==> config.mk <==
export PLATFORM = sky130hd
export DESIGN_NAME = alu_regfile
export DESIGN_NICKNAME = d
export VERILOG_FILES = /design/src/rtl/alu_regfile_pkg.sv /design/src/rtl/shift_add_mul.sv /design/src/rtl/alu_regfile.sv
export SDC_FILE = /design/constraint.sdc
export NUM_CORES = 1
export LEC_CHECK = 0
export ABC_AREA = 0
export BUFFER_PORTS_ARGS = -buffer_cell sky130_fd_sc_hd__buf_2
export CAP_MARGIN = 20
export CORE_MARGIN = 2
export CORE_UTILIZATION = 50
export CTS_CLUSTER_SIZE = 25
export DETAILED_ROUTE_END_ITERATION = 6
export GPL_TIMING_DRIVEN = 1
export PLACE_DENSITY = 0.75
export REMOVE_ABC_BUFFERS = 1
export SLEW_MARGIN = 20
export SYNTH_ARGS = -nofsm -noshare
export SYNTH_HDL_FRONTEND = slang
export SYNTH_SLANG_ARGS = --single-unit
==> constraint.sdc <==
create_clock -name clk -period 4.6 [get_ports clk]
set_clock_uncertainty 0.1 [all_clocks]
set_input_delay 0.46 -clock clk [delete_from_list [all_inputs] [get_ports clk]]
set_output_delay 0.46 -clock clk [all_outputs]
set_load 0.02 [all_outputs]
==> src/rtl/alu_regfile_pkg.sv <==
// Shared types for alu_regfile: opcode encoding, {V,N,C,Z} flag struct and FSM states.
package alu_pkg;

    typedef enum logic [3:0] {
        OpNop  = 4'h0,
        OpLoad = 4'h1,
        OpCopy = 4'h2,
        OpSwap = 4'h3,
        OpAdd  = 4'h4,
        OpSub  = 4'h5,
        OpAnd  = 4'h6,
        OpOr   = 4'h7,
        OpXor  = 4'h8,
        OpNot  = 4'h9,
        OpShl  = 4'hA,
        OpShr  = 4'hB,
        OpClr  = 4'hC,
        OpMul  = 4'hD,
        OpCmp  = 4'hE,
        OpRsvd = 4'hF
    } op_e;

    typedef struct packed {
        logic v;
        logic n;
        logic c;
        logic z;
    } flags_t;

    typedef enum logic [0:0] {
        StIdle,
        StMul
    } state_e;

endpackage

==> src/rtl/shift_add_mul.sv <==
// Iterative unsigned shift-add multiplier, one partial product per cycle.
// o_product is the combinational next accumulator so the caller can commit on the done edge.
module shift_add_mul #(
    parameter int unsigned WIDTH = 8
) (
    input  logic               i_clk,
    input  logic               i_reset_n,
    input  logic               i_start,
    input  logic [WIDTH-1:0]   i_a,
    input  logic [WIDTH-1:0]   i_b,
    output logic               o_busy,
    output logic               o_done,
    output logic [2*WIDTH-1:0] o_product
);

    localparam int unsigned CW = $clog2(WIDTH + 1);

    logic [2*WIDTH-1:0] r_mcand;
    logic [2*WIDTH-1:0] r_acc;
    logic [WIDTH-1:0]   r_mplier;
    logic [CW-1:0]      r_cnt;
    logic               r_busy;
    logic [2*WIDTH-1:0] w_acc_next;

    assign w_acc_next = r_acc + (r_mplier[0] ? r_mcand : '0);

    always_ff @(posedge i_clk) begin
        if (!i_reset_n) begin
            r_mcand  <= '0;
            r_acc    <= '0;
            r_mplier <= '0;
            r_cnt    <= '0;
            r_busy   <= 1'b0;
        end else if (i_start) begin
            r_mcand  <= {{WIDTH{1'b0}}, i_a};
            r_acc    <= '0;
            r_mplier <= i_b;
            r_cnt    <= CW'(WIDTH);
            r_busy   <= 1'b1;
        end else if (r_busy) begin
            r_acc    <= w_acc_next;
            r_mcand  <= {r_mcand[2*WIDTH-2:0], 1'b0};
            r_mplier <= {1'b0, r_mplier[WIDTH-1:1]};
            r_cnt    <= r_cnt - CW'(1);
            if (r_cnt == CW'(1)) begin
                r_busy <= 1'b0;
            end
        end
    end

    assign o_busy    = r_busy;
    assign o_done    = r_busy && (r_cnt == CW'(1));
    assign o_product = w_acc_next;

endmodule

==> src/rtl/alu_regfile.sv <==
// Register file with single-cycle ALU and valid/ready command port.
// Define ALU_REGFILE_MUL_EN to add the multi-cycle MUL opcode; otherwise opcode D is illegal.
module alu_regfile
    import alu_pkg::*;
#(
    parameter int unsigned WIDTH = 8,
    parameter int unsigned NREGS = 4,
    localparam int unsigned RW   = $clog2(NREGS)
) (
    input  logic             clk,
    input  logic             reset_n,
    input  logic             cmd_valid,
    output logic             cmd_ready,
    input  logic [3:0]       cmd_op,
    input  logic [RW-1:0]    cmd_dst,
    input  logic [RW-1:0]    cmd_src,
    input  logic [WIDTH-1:0] cmd_data,
    input  logic [RW-1:0]    rd_sel,
    output logic [WIDTH-1:0] rd_data,
    output logic             res_valid,
    output logic [WIDTH-1:0] res_data,
    output logic [3:0]       flags,
    output logic             res_err
);

    logic [WIDTH-1:0] r_regs [NREGS];
    flags_t           r_flags;
    logic [WIDTH-1:0] r_res_data;
    logic             r_res_valid;
    logic             r_res_err;

    op_e              w_op;
    logic             w_accept;
    logic [WIDTH-1:0] w_a;
    logic [WIDTH-1:0] w_b;
    logic [WIDTH:0]   w_sum;
    logic [WIDTH:0]   w_diff;
    logic [WIDTH-1:0] w_wdata;
    logic             w_wr_d;
    logic             w_wr_s;
    logic             w_res_upd;
    logic             w_flag_upd;
    logic             w_err;
    logic             w_mul_start;
    flags_t           w_nf;

    assign w_op     = op_e'(cmd_op);
    assign w_accept = cmd_valid && cmd_ready;
    assign w_a      = r_regs[cmd_dst];
    assign w_b      = r_regs[cmd_src];
    assign w_sum    = {1'b0, w_a} + {1'b0, w_b};
    assign w_diff   = {1'b0, w_a} - {1'b0, w_b};

    always_comb begin
        w_wdata     = '0;
        w_wr_d      = 1'b0;
        w_wr_s      = 1'b0;
        w_res_upd   = 1'b0;
        w_flag_upd  = 1'b0;
        w_err       = 1'b0;
        w_mul_start = 1'b0;
        w_nf        = '0;
        case (w_op)
            OpNop: ;
            OpLoad: begin w_wdata = cmd_data; w_wr_d = 1'b1; w_res_upd = 1'b1; end
            OpCopy: begin w_wdata = w_b; w_wr_d = 1'b1; w_res_upd = 1'b1; end
            OpSwap: begin w_wdata = w_b; w_wr_d = 1'b1; w_wr_s = 1'b1; w_res_upd = 1'b1; end
            OpAdd: begin
                w_wdata = w_sum[WIDTH-1:0];
                w_wr_d  = 1'b1; w_res_upd = 1'b1; w_flag_upd = 1'b1;
                w_nf.c  = w_sum[WIDTH];
                w_nf.v  = (w_a[WIDTH-1] == w_b[WIDTH-1]) && (w_sum[WIDTH-1] != w_a[WIDTH-1]);
            end
            OpSub, OpCmp: begin
                w_wdata = w_diff[WIDTH-1:0];
                w_wr_d  = (w_op == OpSub); w_res_upd = 1'b1; w_flag_upd = 1'b1;
                w_nf.c  = w_diff[WIDTH];
                w_nf.v  = (w_a[WIDTH-1] != w_b[WIDTH-1]) && (w_diff[WIDTH-1] != w_a[WIDTH-1]);
            end
            OpAnd: begin w_wdata = w_a & w_b; w_wr_d = 1'b1; w_res_upd = 1'b1; w_flag_upd = 1'b1; end
            OpOr:  begin w_wdata = w_a | w_b; w_wr_d = 1'b1; w_res_upd = 1'b1; w_flag_upd = 1'b1; end
            OpXor: begin w_wdata = w_a ^ w_b; w_wr_d = 1'b1; w_res_upd = 1'b1; w_flag_upd = 1'b1; end
            OpNot: begin w_wdata = ~w_a; w_wr_d = 1'b1; w_res_upd = 1'b1; w_flag_upd = 1'b1; end
            OpShl: begin
                w_wdata = {w_a[WIDTH-2:0], 1'b0};
                w_wr_d  = 1'b1; w_res_upd = 1'b1; w_flag_upd = 1'b1;
                w_nf.c  = w_a[WIDTH-1];
            end
            OpShr: begin
                w_wdata = {1'b0, w_a[WIDTH-1:1]};
                w_wr_d  = 1'b1; w_res_upd = 1'b1; w_flag_upd = 1'b1;
                w_nf.c  = w_a[0];
            end
            OpClr: begin w_wdata = '0; w_wr_d = 1'b1; w_res_upd = 1'b1; end
`ifdef ALU_REGFILE_MUL_EN
            OpMul: w_mul_start = 1'b1;
`else
            OpMul: w_err = 1'b1;
`endif
            default: w_err = 1'b1;
        endcase
        w_nf.z = (w_wdata == '0);
        w_nf.n = w_wdata[WIDTH-1];
    end

`ifdef ALU_REGFILE_MUL_EN
    state_e             r_state;
    state_e             w_state_d;
    logic [RW-1:0]      r_mul_dst;
    logic               w_mul_busy;
    logic               w_mul_done;
    logic [2*WIDTH-1:0] w_product;
    flags_t             w_mul_flags;

    shift_add_mul #(
        .WIDTH (WIDTH)
    ) u_mul (
        .i_clk     (clk),
        .i_reset_n (reset_n),
        .i_start   (w_accept && w_mul_start),
        .i_a       (w_a),
        .i_b       (w_b),
        .o_busy    (w_mul_busy),
        .o_done    (w_mul_done),
        .o_product (w_product)
    );

    always_comb begin
        w_state_d = r_state;
        case (r_state)
            StIdle: if (w_accept && w_mul_start) w_state_d = StMul;
            StMul:  if (w_mul_done) w_state_d = StIdle;
            default: w_state_d = StIdle;
        endcase
        w_mul_flags.v = 1'b0;
        w_mul_flags.n = w_product[WIDTH-1];
        w_mul_flags.c = |w_product[2*WIDTH-1:WIDTH];
        w_mul_flags.z = (w_product[WIDTH-1:0] == '0);
    end

    always_ff @(posedge clk) begin
        if (!reset_n) begin
            r_state   <= StIdle;
            r_mul_dst <= '0;
        end else begin
            r_state <= w_state_d;
            if (w_accept && w_mul_start) r_mul_dst <= cmd_dst;
        end
    end

    assign cmd_ready = reset_n && (r_state == StIdle) && !w_mul_busy;
`else
    assign cmd_ready = reset_n;
`endif

    always_ff @(posedge clk) begin
        if (!reset_n) begin
            for (int i = 0; i < NREGS; i++) r_regs[i] <= '0;
            r_flags     <= '0;
            r_res_data  <= '0;
            r_res_valid <= 1'b0;
            r_res_err   <= 1'b0;
        end else begin
            r_res_valid <= 1'b0;
            if (w_accept && !w_mul_start) begin
                r_res_valid <= 1'b1;
                r_res_err   <= w_err;
                // SWAP with d==s writes the same value twice, so the register is unchanged.
                if (w_wr_d) r_regs[cmd_dst] <= w_wdata;
                if (w_wr_s) r_regs[cmd_src] <= w_a;
                if (w_res_upd) r_res_data <= w_wdata;
                if (w_flag_upd) r_flags <= w_nf;
            end
`ifdef ALU_REGFILE_MUL_EN
            if (w_mul_done) begin
                r_regs[r_mul_dst] <= w_product[WIDTH-1:0];
                r_res_data        <= w_product[WIDTH-1:0];
                r_flags           <= w_mul_flags;
                r_res_valid       <= 1'b1;
                r_res_err         <= 1'b0;
            end
`endif
        end
    end

    assign rd_data   = r_regs[rd_sel];
    assign res_valid = r_res_valid;
    assign res_data  = r_res_data;
    assign flags     = r_flags;
    assign res_err   = r_res_err;

endmodule

---- Yosys cells after proc, flatten, opt, wreduce, memory -nomap -nowiden ----
Memories as Yosys holds them, arrays and structs flattened.
Cells that the tools add are included.
Widths: inputs -> output; s select.
word-level totals
  bits of input ports ..................... 21
  memories kept ........................... 1
  logic and storage cells ................. 70
  bits in writable memories ............... 32
  bits in registers ....................... 14
memories
  memory  depth  width  rd ports  clocked after Yosys merged registers in  wr ports  line               RTL
  r_regs  4      8      3         0                                        4         alu_regfile.sv:26  logic [WIDTH-1:0] r_regs [NREGS];
operators by class
  muxes and demuxes ....................... 24
  reductions and logical operators ........ 15
  add/subtract/negate cells ............... 2
  bitwise logic cells ..................... 4
  equal/unequal tests ..................... 17
operators with widths
  operator            count
  $pmux 8 s10         1
  $eq 4x4->1 const B  6
  $eq 4x3->1 const B  4
  $mux 1              16
  $mux 8              2
  $reduce_or 8->1     2
  $reduce_or 14->1    1
  $reduce_or 13->1    1
  $reduce_or 11->1    1
  $add 8x8->9         1
  $reduce_or 9->1     1
  $sub 8x8->9         1
  $and 8x8->8         1
  $eq 4x2->1 const B  2
  $logic_not 8->1     1
  $not 8->8           1
  $or 8x8->8          1
  $xor 8x8->8         1
  $eq 4x1->1 const B  1
  $logic_not 4->1     1
  $mux 2              2
  $pmux 1 s2          2
  $pmux 1 s4          1
  $reduce_and 2->1    2
  4 further kinds     9

---- Longest topological paths before layout ----
Gate-level depths: netlist of run 1.
  word-level depth ........................ 9
  mapped depth ............................ 14
  depth with buffers taken out ............ 13

---- Least setup slack after synthesis of run 1 ----
OpenSTA, ideal clock, no wires.
  path kind ............................... input to register
  start ................................... input cmd_dst[1]
  end ..................................... memory r_regs[3][7], data pin
  required time ........................... 4.215 ns
  buffers on the path ..................... 2
  stages .................................. 12
  path slack .............................. 0.978 ns
  arrival time ............................ 3.237 ns
  cell sequence ........................... buf_4 mux2_2 o21ai_4 ha_1 clkbuf_1 inv_1 a21oi_1 o31a_1 o31ai_1 mux2_2 nor3_1 o22ai_1
RTL lines
  item                line               RTL
  start: declaration  alu_regfile.sv:15  input logic [RW-1:0] cmd_dst,
  end: declaration    alu_regfile.sv:26

---- Worst setup path in the final report of run 1 ----
  start ................................... input cmd_dst[1]
  end ..................................... register r_flags, in the netlist flags[0]
between the ends
  cells in the longest elaborated chain, start to end .. 4
  elaborated cells on any way between the ends .. 9
RTL lines
  item                                       line                RTL
  $mem_v2 4x8 (*)                            n/a
  $sub 8x8->9, or another cell as far along  alu_regfile.sv:52   assign w_diff = {1'b0, w_a} - {1'b0, w_b};
  $pmux 8 s10 (*)                            alu_regfile.sv:63   case (w_op)
  $logic_not 8->1 (*)                        alu_regfile.sv:102  w_nf.z = (w_wdata == '0);
  end signal: assignment                     alu_regfile.sv:172  if (w_flag_upd) r_flags <= w_nf;
  end: declaration                           alu_regfile.sv:27   flags_t r_flags;
Every way passes the cells marked *; elsewhere a longest branch is shown, timed or not.
A chain may end at the register's enable or synchronous reset.

==> results of run 1 <==
==> flip-flops by register name, indices dropped and copies added, names as in the netlist <==
signal and flops:
res_valid 1, res_err 1, flags 4, res_data 8, r_regs 32
==> final timing paths <==
kind	end	slack [ns]	depth (start not counted)
worst min-delay path	res_err$_SDFFE_PN0P_	0.35	3
worst min register to register	res_data[3]$_SDFFE_PN0P_	0.36	2
worst max register to register	flags[0]$_SDFFE_PN0P_	0.88	12
worst max-delay path	flags[0]$_SDFFE_PN0P_	0.66	13
==> cells in the mapped netlist, types with 3 or more instances <==
cell type  number
nand2_1        45
edfxtp_1       32
inv_1          26
o22ai_1        26
ha_1           24
a21oi_1        21
mux4_2         20
nor2_1         20
nand3_1        19
mux2i_1        18
o21ai_0        15
clkbuf_1       14
dfxtp_1        14
nand2b_1       11
nor2b_1         8
xnor2_1         8
mux2_2          7
o21bai_1        6
a211oi_1        5
and3_1          5
buf_2           5
o211ai_1        5
a2bb2oi_1       4
a31oi_1         4
buf_1           4
nor3_1          4
o32ai_1         4
buf_4           3
o21ai_2         3
o31ai_1         3
==> area by class of cell <==
cell class	instances	share of cell area [%]
clock inverters	3	0.5444
repair buffers	48	5.788
flip-flops and latches	46	28.42
multi-input cells	323	58.34
inverters	28	2.407
clock buffers	5	1.576
well taps	102	2.923
==> cell families (layout without fill, tap and decap cells) <==
family | count (synthesis) | in the layout | share of synthesized area, %
compound gates | 121 | 121 | 20.88
xor+xnor | 9 | 9 | 1.961
fa+ha+maj | 26 | 26 | 8.466
buf+inv | 55 | 84 | 5.757
flops | 46 | 46 | 30.87
mux | 45 | 45 | 17.65
simple gates | 122 | 122 | 14.41
==> stage by stage <==
stage / instances / setup slack [ns] / instance area [sq um]
2_1_floorplan: 397 / 1.143 / 3894
3_3_place_gp: 547 / 0.5150 / 4274
3_5_place_dp: 547 / 0.4298 / 4274
4_1_cts: 555 / 0.7158 / 4367
5_1_grt: 555 / 0.4821 / 4367
6_report: 555 / 0.6582 / 4367
==> metal layers <==
metal,up-vias,part of all wire (%),GRT usage (%)
met2,250,46,42.69
met1,1712,40,39.16
met5,-,0,0
met4,0,3.1,11.23
met3,31,11,4.254
li1,1670,-,-
==> power by group through the flow <==
stage                     Sequential [uW]  Combinational (uW)  Clock (uW)
after floorplan                       500                 274           0
after global placement                491                 415           0
after detailed placement              493                 420           0
after CTS                             484                 423         262
after global routing                  486                 464         278
final                                 484                 430         262
==> worst register-to-register path: cells and delay by family (launching register included) <==
kind,cells,cell delay (ns)
AOI/OAI and AO/OA,5,1.33
xor gates and xnor gates,1,0.16
adders and majority gates,2,0.75
buffers and inverters,1,0.15
DFF,1,0.44
muxes,1,0.29
and+or+nand+nor,2,0.44
==> results.py, run 1 <==
metrics = {
    "route": {
        "vias": 3663,
        "drc": 0,
        "drtIter0Drc": 533,
        "viasPerCell": 6.600,
        "avgRoutedWirePerCell_um": 21.25,
        "firstDrtPassIters": 5,
        "postRouteAntennaNets": 0,
        "drt-total-wl_um": 11800,
    },
    "floorplanning": {
        "start_util_pct": 51.76,
        "die_width_um": 93.67,
        "die_h_um": 93.67,
        "die_area_sq_um": 8773,
        "io_pins": 44,
        "core_area_sq_um": 7767,
        "num_rows": 32,
    },
    "logic_synthesis": {
        "yosys_warnings": 0,
        "async_flop_share_pct": 0,
        "synth_area_sq_um": 4020,
        "synth_seq_cells": 46,
        "synth.area.top_cells": "edfxtp_1 (24%), mux4_2 (11%), ha_1 (7.5%), dfxtp_1 (7.0%), mux2i_1 (4.5%)",
        "post_synth.cell_area_avg_sq_um": 9.481,
        "synth_area_leader_cell": "edfxtp_1",
        "yosys.cell_types.count": 63,
        "synthFlopType": "edfxtp_1",
        "synth_edf_count": 32,
        "synth_cells": 424,
        "synth_top_area_share_pct": 23.90,
        "ys_seq_area_share_pct": 30.87,
    },
    "clock_tree": {
        "numCtsBuffers": 5,
        "clk_pin_slew_ns": 0.09,
        "cts_root_buffer": "clkbuf_8",
        "clock_sinks": 46,
        "h-tree-depth": 2,
        "insertion_delay_ns": 0.31,
        "post_cts_buffers": 0,
        "cts_hold_buf": 0,
        "cts_tree": "built",
        "cts_max_path_buffers": 2,
        "cts_resized": 0,
    },
    "sta": {
        "fmax_mhz": 253.7,
        "period_share_pct": 85.69,
        "layout_min_cycle_time_ns": 3.942,
        "setup_violations": 0,
        "finalHoldViolCount": 0,
        "worst_pin_slew_ns": 0.9693,
        "hold-worst-slack_ns": 0.3452,
        "maxSlewHeadroom_pct": 34.36,
        "setup_tns_ns": 0,
        "slew_violations": 0,
        "rsz0062_at_grt": "no",
    },
    "grt": {
        "grt_max_degree": 33,
        "grt_pass1_vias": 3488,
        "grt_overflow": 0,
        "grt_pass1_wl_um": 18460,
        "grt_usage_pct": 27.66,
        "antenna_found_initial": 0,
    },
    "setup_path": {
        "arrival_ns": 4.09,
        "cp_max_fo": 20,
        "cpLargestDelayFamily": "compound AO/OA/AOI/OAI gates",
        "cp_slowest_cell": "a2111oi_2",
        "worst_setup_path_end_kind": "flop",
        "worstSetupStartpoint": "cmd_dst[1]",
        "critPathRequiredTime_ns": 4.75,
        "critPathKind": "primary input to flop",
        "r2r-start": "r_regs[0][0]$_DFFE_PP_",
        "crit_chain": "buf_2 -> mux2_2 -> o21ai_2 -> inv_1 -> ha_1 -> fa_1 -> xnor2_1 -> a2111oi_0 -> a221o_1 -> a2111oi_2 -> and3_1 -> and4b_1 -> a31o_1",
        "path_buf_inv": 2,
        "cpPeakStageDelay_ns": 0.52,
        "cp-start-kind": "primary input",
    },
    "placement": {
        "io_buffers": 43,
        "hpwl_um": 8658,
        "place_congestion": 0.9405,
    },
    "pwr": {
        "ir_worst_vdd_mv": 0.2505,
        "clock_power_share_pct": 22.3,
        "power.share.sequential_pct": 41.1,
        "p_int_uw": 741.7,
        "p_leak_uw": 0.001703,
        "swShare_pct": 36.98,
        "power_density_nw_per_um2": 269.5,
        "power_uw": 1177,
        "power_switching_uw": 435.1,
        "power.share.combinational_pct": 36.6,
    },
    "final_layout": {
        "layout.nets": 499,
        "ff_latch_area_sq_um": 1241,
        "layout_common_cells": "nand2_1 (45), buf_2 (43), edfxtp_1 (32)",
        "multiInputGateArea_sq_um": 2547,
        "num_antenna_cells": 0,
        "fillers": 705,
        "fin_util_pct": 56.22,
        "drive_gt1_share_pct": 20.09,
        "areaGrowthSynthToFinish_pct": 8.621,
        "final_common_cell": "nand2_1",
    },
    "hold_path": {
        "min_path_type": "primary input to flop",
        "hp-start": "cmd_valid",
    },
    "run_status": {
        "outcome": "finished, final reports clean",
    },
    "run": {
        "maxCapViolCount": 0,
    },
}
(Power assumes the default switching activity.)
==> run 2, diff against run 1 <==
--- a/config.mk
+++ b/config.mk
@@ -14,6 +14,7 @@
 export DETAILED_ROUTE_END_ITERATION = 6
 export GPL_TIMING_DRIVEN = 1
 export PLACE_DENSITY = 0.75
+export RECOVER_POWER = 25
 export REMOVE_ABC_BUFFERS = 1
 export SLEW_MARGIN = 20
 export SYNTH_ARGS = -nofsm -noshare
==> run 2 against run 1 <==
Net effect: clock power about the same; routed wire length decreased by 0.25%; combinational power about the same; sequential cell count unchanged; power decreased by 0.37%; final area decreased by 0.72%; register-to-register slack got worse by 0.04 ns; non-clock buffer count unchanged; sequential power about the same; global-route usage unchanged; critical path depth unchanged; final cell count unchanged; critical path type unchanged.
==> results.py, run 2 (same netlist as run 1, synthesis figures left out) <==
metrics = {
    "run_status": {
        "outcome": "finished, final reports clean",
    },
    "final_layout": {
        "layout.nets": 499,
        "fin_util_pct": 55.82,
        "largest_reg_flops": 32,
        "final_common_cell": "nand2_1",
        "num_antenna_cells": 0,
        "top_register": "r_regs",
        "layout_common_cells": "nand2_1 (45), edfxtp_1 (32), inv_1 (26), o22ai_1 (26), clkbuf_1 (25)",
        "areaGrowthSynthToFinish_pct": 7.843,
        "fillers": 720,
        "drive_gt1_share_pct": 14.57,
    },
    "grt": {
        "grt_pass1_wl_um": 18460,
        "grt_overflow": 0,
        "grt_usage_pct": 27.66,
        "grt_max_degree": 33,
        "grt_pass1_vias": 3488,
        "antenna_found_initial": 0,
    },
    "route": {
        "drtIter0Drc": 609,
        "postRouteAntennaNets": 0,
        "firstDrtPassIters": 5,
        "avgRoutedWirePerCell_um": 21.20,
        "drc": 0,
        "viasPerCell": 6.634,
        "drt-total-wl_um": 11770,
        "vias": 3682,
    },
    "sta": {
        "slew_violations": 0,
        "worst_pin_slew_ns": 1.392,
        "setup_violations": 0,
        "setup_tns_ns": 0,
        "fmax_mhz": 251.9,
        "layout_min_cycle_time_ns": 3.970,
        "period_share_pct": 86.31,
        "finalHoldViolCount": 0,
        "rsz0062_at_grt": "no",
        "maxSlewHeadroom_pct": 7.225,
    },
    "hold_path": {
        "holdPathStages": 3,
        "hp-start": "cmd_valid",
        "min_path_type": "primary input to flop",
    },
    "clock_tree": {
        "clk_pin_slew_ns": 0.09,
        "cts_root_buffer": "clkbuf_8",
        "cts_hold_buf": 0,
        "cts_resized": 0,
        "clock_sinks": 46,
        "post_cts_buffers": 0,
        "numCtsBuffers": 5,
        "cts_tree": "built",
        "cts_max_path_buffers": 2,
        "insertion_delay_ns": 0.31,
        "h-tree-depth": 2,
    },
    "placement": {
        "io_buffers": 43,
        "place_congestion": 0.9405,
        "hpwl_um": 8658,
    },
    "setup_path": {
        "critPathRequiredTime_ns": 4.75,
        "reg2reg_depth": 12,
        "r2r-start": "r_regs[0][0]$_DFFE_PP_",
        "arrival_ns": 4.12,
        "cp_max_fo": 20,
        "crit_chain": "buf_2 -> mux2_2 -> o21ai_2 -> inv_1 -> ha_1 -> fa_1 -> xnor2_1 -> a2111oi_0 -> a221o_1 -> a2111oi_2 -> and3_1 -> and4b_1 -> a31o_1",
        "cp-start-kind": "primary input",
        "worstSetupStartpoint": "cmd_dst[1]",
        "worst_setup_path_end_kind": "flop",
        "cp_slowest_cell": "a2111oi_2",
        "critPathKind": "primary input to flop",
        "cpPeakStageDelay_ns": 0.51,
    },
    "floorplanning": {
        "die_width_um": 93.67,
        "die_h_um": 93.67,
        "start_util_pct": 51.76,
        "die_area_sq_um": 8773,
        "core_area_sq_um": 7767,
        "num_rows": 32,
        "io_pins": 44,
    },
    "pwr": {
        "power_density_nw_per_um2": 270.4,
        "p_leak_uw": 0.001611,
        "ir_worst_vdd_mv": 0.2524,
    },
    "run": {
        "maxCapViolCount": 0,
    },
}
==> run 2: cell types whose count changed in the layout (fill, tap and decap cells not counted) <==
| cell | change |
|---|---|
| clkbuf_1 | +25 |
| buf_2 | -25 |
==> run 2: worst max-delay path, delay by kind of cell <==
| family | cells | cell delay [ns] |
|---|---|---|
| buffers and inverters | 2 | 0.54 |
| adders and majority gates | 2 | 0.75 |
| xor gates and xnor gates | 1 | 0.17 |
| muxes | 1 | 0.40 |
| and+or+nand+nor | 2 | 0.44 |
| AOI/OAI and AO/OA | 5 | 1.35 |
==> run 2: path summary, 6_finish.rpt <==
kind,end,slack [ns]
worst max-delay path,flags[0]$_SDFFE_PN0P_,0.63
worst min-delay path,res_err$_SDFFE_PN0P_,0.34
worst max register to register,flags[0]$_SDFFE_PN0P_,0.84
worst min register to register,res_data[3]$_SDFFE_PN0P_,0.36
==> run 2: final cells by class <==
class | instances | area (sq um) | share of cell area, %
Tap cell | 102 | 127.6 | 2.944
Clock inverter | 3 | 23.77 | 0.5483
Clock buffer | 5 | 68.82 | 1.587
Sequential cell | 46 | 1241 | 28.63
Multi-Input combinational cell | 323 | 2547 | 58.76
Inverter | 28 | 105.1 | 2.424
Timing Repair Buffer | 48 | 221.5 | 5.108
==> run 2: where the power goes <==
part	internal, uW	switching [uW]
combinational	160	267
clock	109	152
sequential	468	16.3
total	737	435
==> run 2: layer usage <==
| metal | GRT usage, % | routed length (um) | vias to the layer above | share of wire, % |
|---|---|---|---|---|
| li1 | - | - | 1669 | - |
| met1 | 39.16 | 4813 | 1751 | 41 |
| met2 | 42.69 | 5549 | 235 | 47 |
| met3 | 4.254 | 1076 | 27 | 9.1 |
| met4 | 11.23 | 324 | 0 | 2.8 |
| met5 | 0 | 0 | - | 0 |
==> run 2: metrics by stage <==
stage | instances | instance area, sq um | power [uW] | setup WS, ns | hold slack, ns
2_1_floorplan | 397 | 3894 | 773.2 | 1.143 | 0.4310
3_3_place_gp | 547 | 4274 | 906.1 | 0.5150 | 0.3440
3_5_place_dp | 547 | 4274 | 912.9 | 0.4298 | 0.3430
4_1_cts | 555 | 4367 | 1169 | 0.7158 | 0.3482
5_1_grt | 555 | 4335 | 1224 | 0.4422 | 0.3705
6_report | 555 | 4335 | 1172 | 0.6299 | 0.3433
==> run 3, diff against run 2 <==
--- a/config.mk
+++ b/config.mk
@@ -5,7 +5,7 @@
 export SDC_FILE = /design/constraint.sdc
 export NUM_CORES = 1
 export LEC_CHECK = 0
-export ABC_AREA = 0
+export ABC_AREA = 1
 export BUFFER_PORTS_ARGS = -buffer_cell sky130_fd_sc_hd__buf_2
 export CAP_MARGIN = 20
 export CORE_MARGIN = 2
@@ -13,7 +13,7 @@
 export CTS_CLUSTER_SIZE = 25
 export DETAILED_ROUTE_END_ITERATION = 6
 export GPL_TIMING_DRIVEN = 1
-export PLACE_DENSITY = 0.75
+export PLACE_DENSITY = 0.74
 export RECOVER_POWER = 25
 export REMOVE_ABC_BUFFERS = 1
 export SLEW_MARGIN = 20
==> run 3 against run 2 <==
Net effect: sequential cell count stayed put; combinational power up 2%; hold slack gained 0.0090 ns; via count grew 29%; largest cell class unchanged.
==> results.py, run 3 <==
metrics = {
    "route": {
        "drc": 0,
        "firstDrtPassIters": 5,
        "avgRoutedWirePerCell_um": 17.10,
        "wl_met3_um": 1196,
        "vias": 4756,
        "drt-total-wl_um": 14300,
        "m1WireLength_um": 6185,
        "top_layer": "met4",
        "viasPerCell": 5.689,
        "postRouteAntennaNets": 0,
        "wl_met2_um": 6479,
        "drtIter0Drc": 426,
    },
    "setup_path": {
        "worstSetupStartpoint": "cmd_src[1]",
        "critPathKind": "primary input to flop",
        "cp-start-kind": "primary input",
        "r2r_end": "r_regs[3][2]$_DFFE_PP_",
        "cp_slowest_cell": "ha_1",
        "r2r-start": "r_regs[2][0]$_DFFE_PP_",
        "worst_setup_path_end_kind": "flop",
        "cp_max_fo": 14,
        "crit_chain": "buf_2 -> inv_1 -> nor2_1 -> nand2_1 -> nand3_1 -> inv_1 -> ha_1 -> inv_1 -> nand3_1 -> a21oi_1 -> nor2_1 -> nor3_2 -> or2_1 -> o22ai_1",
        "cpLargestDelayFamily": "simple AND/OR/NAND/NOR gates",
        "critPathRequiredTime_ns": 4.54,
        "arrival_ns": 3.26,
        "path_buf_inv": 4,
        "cpMostUsedCell": "inv_1",
        "regToRegSetupSlack_ns": 1.54,
        "cpPeakStageDelay_ns": 0.40,
        "reg2reg_depth": 13,
    },
    "logic_synthesis": {
        "post_synth.cell_area_avg_sq_um": 6.420,
        "synth_top_area_share_pct": 21.60,
        "synthXorXnorAreaFrac_pct": 0.3937,
        "synth_edf_count": 32,
        "synth.area.top_cells": "edfxtp_1 (22%), nand2_1 (19%), nand3_1 (7.6%), nor2_1 (7.1%), ha_1 (6.7%)",
        "synth_most_common_cell": "nand2_1",
        "synthTopCellsByCount": "nand2_1 (221), nor2_1 (84), inv_1 (74)",
        "synth_area_leader_cell": "edfxtp_1",
        "synth_area_sq_um": 4449,
        "yosys.cell_types.count": 43,
        "synthMuxAreaShare_pct": 0,
        "synthSimpleGateAreaFrac_pct": 40.72,
        "ys_seq_area_share_pct": 27.90,
        "synthFlopType": "edfxtp_1",
        "synth_seq_cells": 46,
        "synth_cells": 693,
        "synthAdderAreaFrac_pct": 7.649,
        "yosys_warnings": 0,
        "async_flop_share_pct": 0,
        "synth-compound-area-share_pct": 12.71,
        "synth_top_family_by_area": "simple AND/OR/NAND/NOR gates",
    },
    "final_layout": {
        "final_area_sq_um": 4756,
        "num_antenna_cells": 0,
        "fillers": 874,
        "largest_reg_flops": 32,
        "drive_gt1_share_pct": 10.85,
        "areaGrowthSynthToFinish_pct": 6.890,
        "top_register": "r_regs",
        "final_common_cell": "nand2_1",
        "layout.nets": 774,
        "layout_common_cells": "nand2_1 (221), nor2_1 (84), inv_1 (75)",
    },
    "sta": {
        "layout_min_cycle_time_ns": 3.316,
        "rsz0062_at_grt": "no",
        "maxSlewHeadroom_pct": 50.99,
        "period_share_pct": 72.08,
        "worst_pin_slew_ns": 0.7351,
        "setup_tns_ns": 0,
        "finalHoldViolCount": 0,
        "setup_violations": 0,
        "fmax_mhz": 301.6,
        "slew_violations": 0,
    },
    "clock_tree": {
        "cts_tree": "built",
        "cts_hold_buf": 0,
        "clk_pin_slew_ns": 0.09,
        "clock_sinks": 46,
        "cts_resized": 0,
        "cts_max_path_buffers": 2,
        "cts_root_buffer": "clkbuf_8",
        "numCtsBuffers": 5,
        "post_cts_buffers": 0,
        "insertion_delay_ns": 0.31,
        "h-tree-depth": 2,
    },
    "grt": {
        "grt_overflow": 0,
        "antenna_found_initial": 0,
        "grt_pass1_wl_um": 22600,
        "grt_usage_pct": 29.58,
        "grt_pass1_vias": 4376,
        "grt_max_degree": 21,
    },
    "floorplanning": {
        "core_area_sq_um": 8678,
        "start_util_pct": 51.27,
        "die_h_um": 98.33,
        "io_pins": 44,
        "die_area_sq_um": 9669,
        "die_width_um": 98.33,
        "num_rows": 34,
    },
    "hold_path": {
        "min_path_type": "primary input to flop",
        "holdPathStages": 3,
        "hp-start": "cmd_valid",
        "holdPathEnd": "res_err$_SDFFE_PN0P_",
    },
    "pwr": {
        "p_leak_uw": 0.002322,
        "ir_worst_vdd_mv": 0.1622,
        "power_density_nw_per_um2": 259.8,
    },
    "run_status": {
        "outcome": "finished, final reports clean",
    },
    "placement": {
        "place_congestion": 0.9731,
        "place_area_sq_um": 4673,
        "hpwl_um": 10870,
        "io_buffers": 43,
    },
    "run": {
        "maxCapViolCount": 0,
    },
}
-- run 3: changes by cell type after synthesis, moves of 9 or more --
| cell | previous run | this run |
|---|---|---|
| nor2_2 | 0 | 12 |
| nor2_1 | 20 | 84 |
| nand2_2 | 0 | 10 |
| clkbuf_1 | 14 | 3 |
| nand2_1 | 45 | 221 |
| mux4_2 | 20 | 0 |
| a21oi_1 | 21 | 12 |
| inv_1 | 26 | 74 |
| nand3_2 | 0 | 9 |
| o21ai_0 | 15 | 39 |
| nand3_1 | 19 | 68 |
| nand2b_1 | 11 | 0 |
| mux2i_1 | 18 | 0 |
-- run 3: worst reg2reg max path, stage by stage, from the launching register on --
cell and delay, ns:
edfxtp_1 0.43, nand3_1 0.10, nand2_1 0.07, nor2_2 0.19, inv_1 0.09, ha_1 0.28
fa_1 0.47, or2_2 0.28, nand3_1 0.08, nand3_1 0.07, nor2_1 0.14, nand2_1 0.15
nand2_1 0.20, o21ai_0 0.14
-- run 3: area by class of cell --
cell class                      count  area, sq um  area share, %
Clock buffer                        5        68.82          1.447
Inverter                           87        331.6          6.972
Multi-Input combinational cell    542         2735          57.51
Clock inverter                      3        43.79         0.9208
Timing Repair Buffer               45        200.2          4.209
Tap cell                          108        135.1          2.841
Sequential cell                    46         1241          26.10
-- run 3: kinds of logic after synthesis --
logic type / count (synthesis)
xor gates and xnor gates: 2
and+or+nand+nor: 416
adders and majority gates: 26
DFF: 46
AOI/OAI and AO/OA: 98
buffers and inverters: 105
-- run 3: report_power, final --
group | internal (uW) | switching [uW] | leakage [uW]
combinational | 127 | 308 | 0.00182
sequential | 468 | 20.6 | 0.000447
clock | 163 | 149 | 0.0000585
-- run 3: worst max path at each step --
stage,depth (start not counted),to
floorplan,15,r_regs[3][4]$_DFFE_PP_
finish,14,r_regs[0][4]$_DFFE_PP_
detailed placement,16,r_regs[0][4]$_DFFE_PP_
global route,15,r_regs[0][4]$_DFFE_PP_
CTS,16,r_regs[0][4]$_DFFE_PP_
global placement,16,r_regs[1][4]$_DFFE_PP_
-- run 3: metal layers --
metal / global-route usage [%] / up-vias
met5: 0 / -
met4: 10.54 / 0
met3: 4.009 / 35
met2: 48.40 / 248
met1: 40.16 / 2157
li1: - / 2316
-- run 3: stage by stage --
| step | hold slack (ns) | setup WS [ns] | power [uW] | instances | utilization, % |
|---|---|---|---|---|---|
| floorplan | 0.4425 | 1.808 | 791.1 | 675 | - |
| global placement | 0.3560 | 1.074 | 918.5 | 828 | 53.85 |
| detailed placement | 0.3687 | 1.023 | 926.1 | 828 | 53.85 |
| CTS | 0.3322 | 1.342 | 1231 | 836 | 55.15 |
| global route | 0.3973 | 1.050 | 1299 | 836 | 54.80 |
| finish | 0.3523 | 1.284 | 1236 | 836 | 54.80 |
